===== config.mk =====
export PLATFORM = sky130hd
export DESIGN_NAME = cordic_rotator
export DESIGN_NICKNAME = d
export VERILOG_FILES = /design/src/rtl/cordic_pkg.sv /design/src/rtl/cordic_atan_lut.sv /design/src/rtl/cordic_rotator.sv
export SDC_FILE = /design/constraint.sdc
export NUM_CORES = 1
export LEC_CHECK = 0
export CORE_MARGIN = 3
export CORE_UTILIZATION = 38
export CTS_CLUSTER_SIZE = 28
export DETAILED_ROUTE_END_ITERATION = 12
export GPL_TIMING_DRIVEN = 0
export PLACE_DENSITY = 0.6
export SLEW_MARGIN = 20
export SYNTH_ARGS = -nofsm -noshare
export SYNTH_HDL_FRONTEND = slang
export SYNTH_SLANG_ARGS = --single-unit

===== constraint.sdc =====
create_clock -name clock -period 14.6 [get_ports clock]
set_input_delay 1.46 -clock clock [delete_from_list [all_inputs] [get_ports clock]]
set_output_delay 1.46 -clock clock [all_outputs]
set_load 0.03 [all_outputs]

===== src/rtl/cordic_pkg.sv =====
// Shared definitions for the CORDIC datapaths: widths, fixed-point formats,
// the rotation gain and angle constants, and the rotator state encoding.
package cordic_pkg;

  localparam int CORDIC_W = 32;
  localparam int ANG_FRAC = 29;
  localparam int XY_FRAC  = 30;

  localparam logic [31:0] CORDIC_K = 32'h26DD3B6A;
  localparam logic [31:0] ANG_PI   = 32'h6487ED51;
  localparam logic [31:0] ANG_PI_2 = 32'h3243F6A9;

  typedef enum logic [1:0] {
    ST_IDLE = 2'd0,
    ST_RUN  = 2'd1,
    ST_DONE = 2'd2
  } cordic_state_e;

endpackage


===== src/rtl/cordic_atan_lut.sv =====
// Combinational arctangent table: atan(2^-i) in Q3.29, shared by the rotation
// and vectoring datapaths.
module cordic_atan_lut
  import cordic_pkg::*;
(
  input  logic [4:0]          i_idx,
  output logic [CORDIC_W-1:0] o_atan
);

  // Table lookup; beyond i = 11 atan(2^-i) equals 2^-i to within rounding.
  always_comb begin
    o_atan = 32'h0000_0000;
    case (i_idx)
      5'd0:    o_atan = 32'h1921FB54;
      5'd1:    o_atan = 32'h0ED63383;
      5'd2:    o_atan = 32'h07D6DD7E;
      5'd3:    o_atan = 32'h03FAB753;
      5'd4:    o_atan = 32'h01FF55BB;
      5'd5:    o_atan = 32'h00FFEAAE;
      5'd6:    o_atan = 32'h007FFD55;
      5'd7:    o_atan = 32'h003FFFAB;
      5'd8:    o_atan = 32'h001FFFF5;
      5'd9:    o_atan = 32'h000FFFFF;
      5'd10:   o_atan = 32'h00080000;
      5'd11:   o_atan = 32'h00040000;
      5'd30:   o_atan = 32'h00000001;
      5'd31:   o_atan = 32'h00000000;
      default: o_atan = 32'h00000001 << (5'(ANG_FRAC) - i_idx);
    endcase
  end

endmodule


===== src/rtl/cordic_rotator.sv =====
// Iterative rotation-mode CORDIC: one micro-rotation per clock turns an angle
// in Q3.29 into cos/sin in Q2.30, framed by a start/done handshake.
module cordic_rotator
  import cordic_pkg::*;
#(
  parameter int N_ITER = 30,
  parameter int W      = CORDIC_W
) (
  input  logic         clock,
  input  logic         reset,
  input  logic         start,
  input  logic [W-1:0] angle,
  output logic [W-1:0] cos,
  output logic [W-1:0] sin,
  output logic         busy,
  output logic         done
);

  localparam logic [4:0] LAST_I = 5'(N_ITER - 1);

  cordic_state_e r_state;
  cordic_state_e w_state_nxt;

  logic [4:0]          r_i;
  logic signed [W-1:0] r_x;
  logic signed [W-1:0] r_y;
  logic signed [W-1:0] r_z;
  logic                r_neg;
  logic [W-1:0]        r_cos;
  logic [W-1:0]        r_sin;
  logic                r_busy;
  logic                r_done;

  logic [W-1:0]        w_atan;
  logic signed [W-1:0] w_xsh;
  logic signed [W-1:0] w_ysh;
  logic                w_fold_hi;
  logic                w_fold_lo;

  cordic_atan_lut u_atan_lut (
    .i_idx  (r_i),
    .o_atan (w_atan)
  );

  assign w_xsh     = r_x >>> r_i;
  assign w_ysh     = r_y >>> r_i;
  // Angles beyond +/-pi/2 are rotated by pi first and the result negated.
  assign w_fold_hi = $signed(angle) > $signed(ANG_PI_2);
  assign w_fold_lo = $signed(angle) < -$signed(ANG_PI_2);

  assign cos  = r_cos;
  assign sin  = r_sin;
  assign busy = r_busy;
  assign done = r_done;

  always_ff @(posedge clock or posedge reset) begin
    if (reset) begin
      r_state <= ST_IDLE;
    end else begin
      r_state <= w_state_nxt;
    end
  end

  always_comb begin
    w_state_nxt = r_state;
    case (r_state)
      ST_IDLE: begin
        if (start) w_state_nxt = ST_RUN;
        else       w_state_nxt = ST_IDLE;
      end
      ST_RUN: begin
        if (r_i == LAST_I) w_state_nxt = ST_DONE;
        else               w_state_nxt = ST_RUN;
      end
      ST_DONE: w_state_nxt = ST_IDLE;
      default: w_state_nxt = ST_IDLE;
    endcase
  end

  always_ff @(posedge clock or posedge reset) begin
    if (reset) begin
      r_i    <= 5'd0;
      r_x    <= '0;
      r_y    <= '0;
      r_z    <= '0;
      r_neg  <= 1'b0;
      r_cos  <= '0;
      r_sin  <= '0;
      r_busy <= 1'b0;
      r_done <= 1'b0;
    end else begin
      case (r_state)
        ST_IDLE: begin
          r_done <= 1'b0;
          if (start) begin
            r_x    <= $signed(CORDIC_K);
            r_y    <= '0;
            r_i    <= 5'd0;
            r_busy <= 1'b1;
            if (w_fold_hi) begin
              r_z   <= $signed(angle - ANG_PI);
              r_neg <= 1'b1;
            end else if (w_fold_lo) begin
              r_z   <= $signed(angle + ANG_PI);
              r_neg <= 1'b1;
            end else begin
              r_z   <= $signed(angle);
              r_neg <= 1'b0;
            end
          end else begin
            r_busy <= 1'b0;
          end
        end
        ST_RUN: begin
          // Drive the residual angle toward zero by its sign.
          if (!r_z[W-1]) begin
            r_x <= r_x - w_ysh;
            r_y <= r_y + w_xsh;
            r_z <= r_z - $signed(w_atan);
          end else begin
            r_x <= r_x + w_ysh;
            r_y <= r_y - w_xsh;
            r_z <= r_z + $signed(w_atan);
          end
          r_i <= r_i + 5'd1;
        end
        ST_DONE: begin
          r_cos  <= r_neg ? -r_x : r_x;
          r_sin  <= r_neg ? -r_y : r_y;
          r_done <= 1'b1;
          r_busy <= 1'b1;
        end
        default: begin
          r_done <= 1'b0;
          r_busy <= 1'b0;
        end
      endcase
    end
  end

endmodule


==> metrics <==
outcome=completed; TritonCTS buffer count=17; Die Footprint=0.0584 mm^2; clk buf depth=2; area delta synth->final=11.6%; slowest stage delay, CP=0.65 ns; Post-Synthesis Net Count=2776; clock latency on the worst-skew pair=0.51 ns; Worst Hold Class=reg2reg; core area=0.0543 mm^2; DR vias=22300; Syn Inst Count=2621; Initial Utilization=38.8%; crit path time final=8.90 ns; worst-path fanout max=10; dpl hpwl=80200 um; max-cap violations=0; wire length per cell=29.3 um; Final Hold Viols=0; Tcrit/Tclk final=60.9%; CP delay by family, top=compound AO/OA/AOI/OAI gates; Placed Area=0.0230 mm^2; Worst Setup End Kind=flop; Die Span Y=242 um; r2r setup slk=5.70 ns; drt via density=6.41; WP buf/inv=7; Initial DRC Count=2290; initial antenna violation count=1; Setup Viol. Count Final=0; Root Driver=clkbuf_16; residual DRC count=0; Post-synth EDFFs=0; Synth cell types=102; post-route ant nets=0; Worst Path Required=14.95 ns; first-pass GRT wire length=147000 um; Die X=242 um; RSZ-0062 raised after global routing=false; Sink Count=170; Yosys warnings=0; Final Cell Area=0.0236 mm^2; Post-synth top flop=dfrtp_1; share of cells above drive strength 1=9.49%; Setup Skew=0.0264 ns; total track usage=33.9%; Synth Area per Inst=8.06 um^2; Final TNS setup=0 ns; CP most frequent cell=buf_2; largest net degree at the start of global routing=87; CTS hold repair buffers=0; Crit-path slowest cell=dfrtp_1; row count=85; Syn Std Cell Area=0.0211 mm^2; number of global-route vias before repair=21300; ys async rst share=100%; Setup CP Type=reg2reg; Arr. time, crit path=9.24 ns; Routed WL=102000 um; grt ovf=0; depth of the CTS H-tree=4; post-CTS sizing=0; Pre-antenna DRT Iters=6; relative slew slack=20.2%; CTS tree=yes; sequential share of the synthesized area=20.1%; Ports=101; Slew @ Worst Pin=1.20 ns; Seq cells post-synth=170; GPL Wtd Cong=1.08; FMAX=112 MHz; Startpoint Class=flop; nets=2883; # port buffers=85; fin. max-slew vios=0; Post-CTS Setup Bufs=0; Worst-path clk slew=0.08 ns
[per-layer routing]
layer	share of wire (%)	track usage, %	vias to the layer above	wire (um)
li1	-	-	9904	-
met1	39	41.2	10900	40000
met2	45	55.0	1224	46400
met3	8.3	7.11	285	8470
met4	7.1	20.9	0	7250
met5	0	0	-	0
[layout by cell type, fill, tap and decap left out, drive strengths merged, types with 10 or more instances in the layout]
cell type	synthesis	final
nand4	19	19
nand3	48	48
o21bai	15	15
a211oi	35	35
nor4	19	19
buf	67	70
and2	22	22
a21o	39	39
nand2b	33	33
a22oi	16	16
clkbuf	148	165
o21a	25	25
o31ai	38	38
nor3	43	43
mux2i	53	53
nand2	284	284
nor2	222	222
o211ai	17	17
clkdlybuf4s50	0	85
o41ai	14	14
a211o	10	10
xor2	139	139
and3	15	15
o21ai	229	229
o22ai	37	37
xnor2	117	117
ha	117	117
inv	58	64
a21oi	191	191
mux4	74	74
a31oi	45	45
mux2	38	38
or2	17	17
a2111oi	10	10
nor2b	24	24
dfrtp	170	170
or3	24	24
[cell type report]
class / instances / area [um^2]
fillers: 5482 / 30800
multi-input cells: 2176 / 15700
flip-flops and latches: 170 / 4250
plain buffers: 215 / 982
well taps: 739 / 925
repair buffers: 88 / 911
clock buffers: 17 / 425
inverters: 60 / 233
clock inverters: 14 / 160
diodes: 4 / 10.0
[cells in the mapped netlist (7+ instances only)]
master / number / share of area, %
buf_1: 20 / 0.36
o21a_1: 25 / 0.89
nor4_1: 13 / 0.39
a211o_1: 10 / 0.41
nand4_1: 18 / 0.53
inv_1: 55 / 0.98
mux2i_1: 52 / 2.5
nand2_1: 284 / 5.0
or2_2: 12 / 0.36
buf_4: 9 / 0.32
buf_6: 12 / 0.64
a32oi_1: 8 / 0.33
a22o_1: 7 / 0.29
xnor2_1: 117 / 4.9
a22oi_1: 16 / 0.57
dfrtp_1: 170 / 20
nor2b_1: 24 / 0.71
nor2_1: 222 / 3.9
nand2b_1: 33 / 0.98
or3_1: 23 / 0.68
o31ai_1: 36 / 1.3
xor2_1: 139 / 5.8
buf_2: 25 / 0.59
mux4_2: 69 / 7.4
and3_1: 15 / 0.44
mux2_2: 37 / 2.0
a21o_1: 39 / 1.4
a31oi_1: 45 / 1.3
a31o_2: 9 / 0.37
o21bai_1: 15 / 0.53
o22ai_1: 37 / 1.1
a21oi_1: 190 / 4.5
a41oi_1: 8 / 0.33
clkbuf_1: 146 / 2.6
o41ai_1: 13 / 0.54
a2111oi_0: 9 / 0.37
nor3_1: 40 / 0.95
and2_1: 22 / 0.65
a211oi_1: 33 / 1.2
o211ai_1: 17 / 0.60
nand3_1: 47 / 1.1
ha_1: 117 / 6.9
a221oi_1: 8 / 0.33
o21ai_0: 224 / 5.3
[per-stage QoR]
stage / cells / utilization (%) / worst slack (ns) / hold slack [ns]
after floorplan: 2621 / - / 8.16 / 0.464
after global placement: 3445 / 42.1 / 4.81 / 0.461
after detailed placement: 3448 / 42.3 / 5.97 / 0.464
after CTS: 3479 / 43.3 / 5.91 / 0.481
after global routing: 3482 / 43.4 / 5.23 / 0.502
final: 3483 / 43.4 / 5.70 / 0.476
[state kept, by name, indices dropped and copies added (netlist names)]
name     count
cos         32
r_z         32
r_neg        1
sin         32
r_state      2
r_y         32
done         1
r_x         32
r_i          5
busy         1
[cell families (layout without fill, tap and decap cells)]
group                      Yosys count  after routing  synth area share [%]
AOI/OAI and AO/OA                  836            836                  25.6
xor gates and xnor gates           256            256                  10.6
adders and majority gates          120            120                  7.22
buffers and inverters              275            394                  5.69
DFF                                170            170                  20.1
muxes                              165            165                  12.6
other                                0              4                     0
and+or+nand+nor                    799            799                  18.2
[worst reg2reg max path: cells and delay by family (launching register included)]
| kind | cells | cell delay (ns) |
|---|---|---|
| compound gates | 13 | 3.19 |
| buf+inv | 7 | 2.72 |
| simple gates | 5 | 1.30 |
| flops | 1 | 0.65 |
| fa+ha+maj | 2 | 0.49 |
| xor+xnor | 2 | 0.39 |
[path summary, 6_finish.rpt]
check,start,cells past startpoint,endpoint
setup / recovery,r_i[2],29,r_z[30]
hold / removal,done,2,done
min in group asynchronous,reset,3,r_z[27]
hold reg to reg,done,2,done
setup reg to reg,r_i[2],29,r_z[30]
max in group asynchronous,reset,4,cos[16]
Power is not shown: default switching activity piles up to over one toggle a cycle in this logic, so the estimate is an artifact.
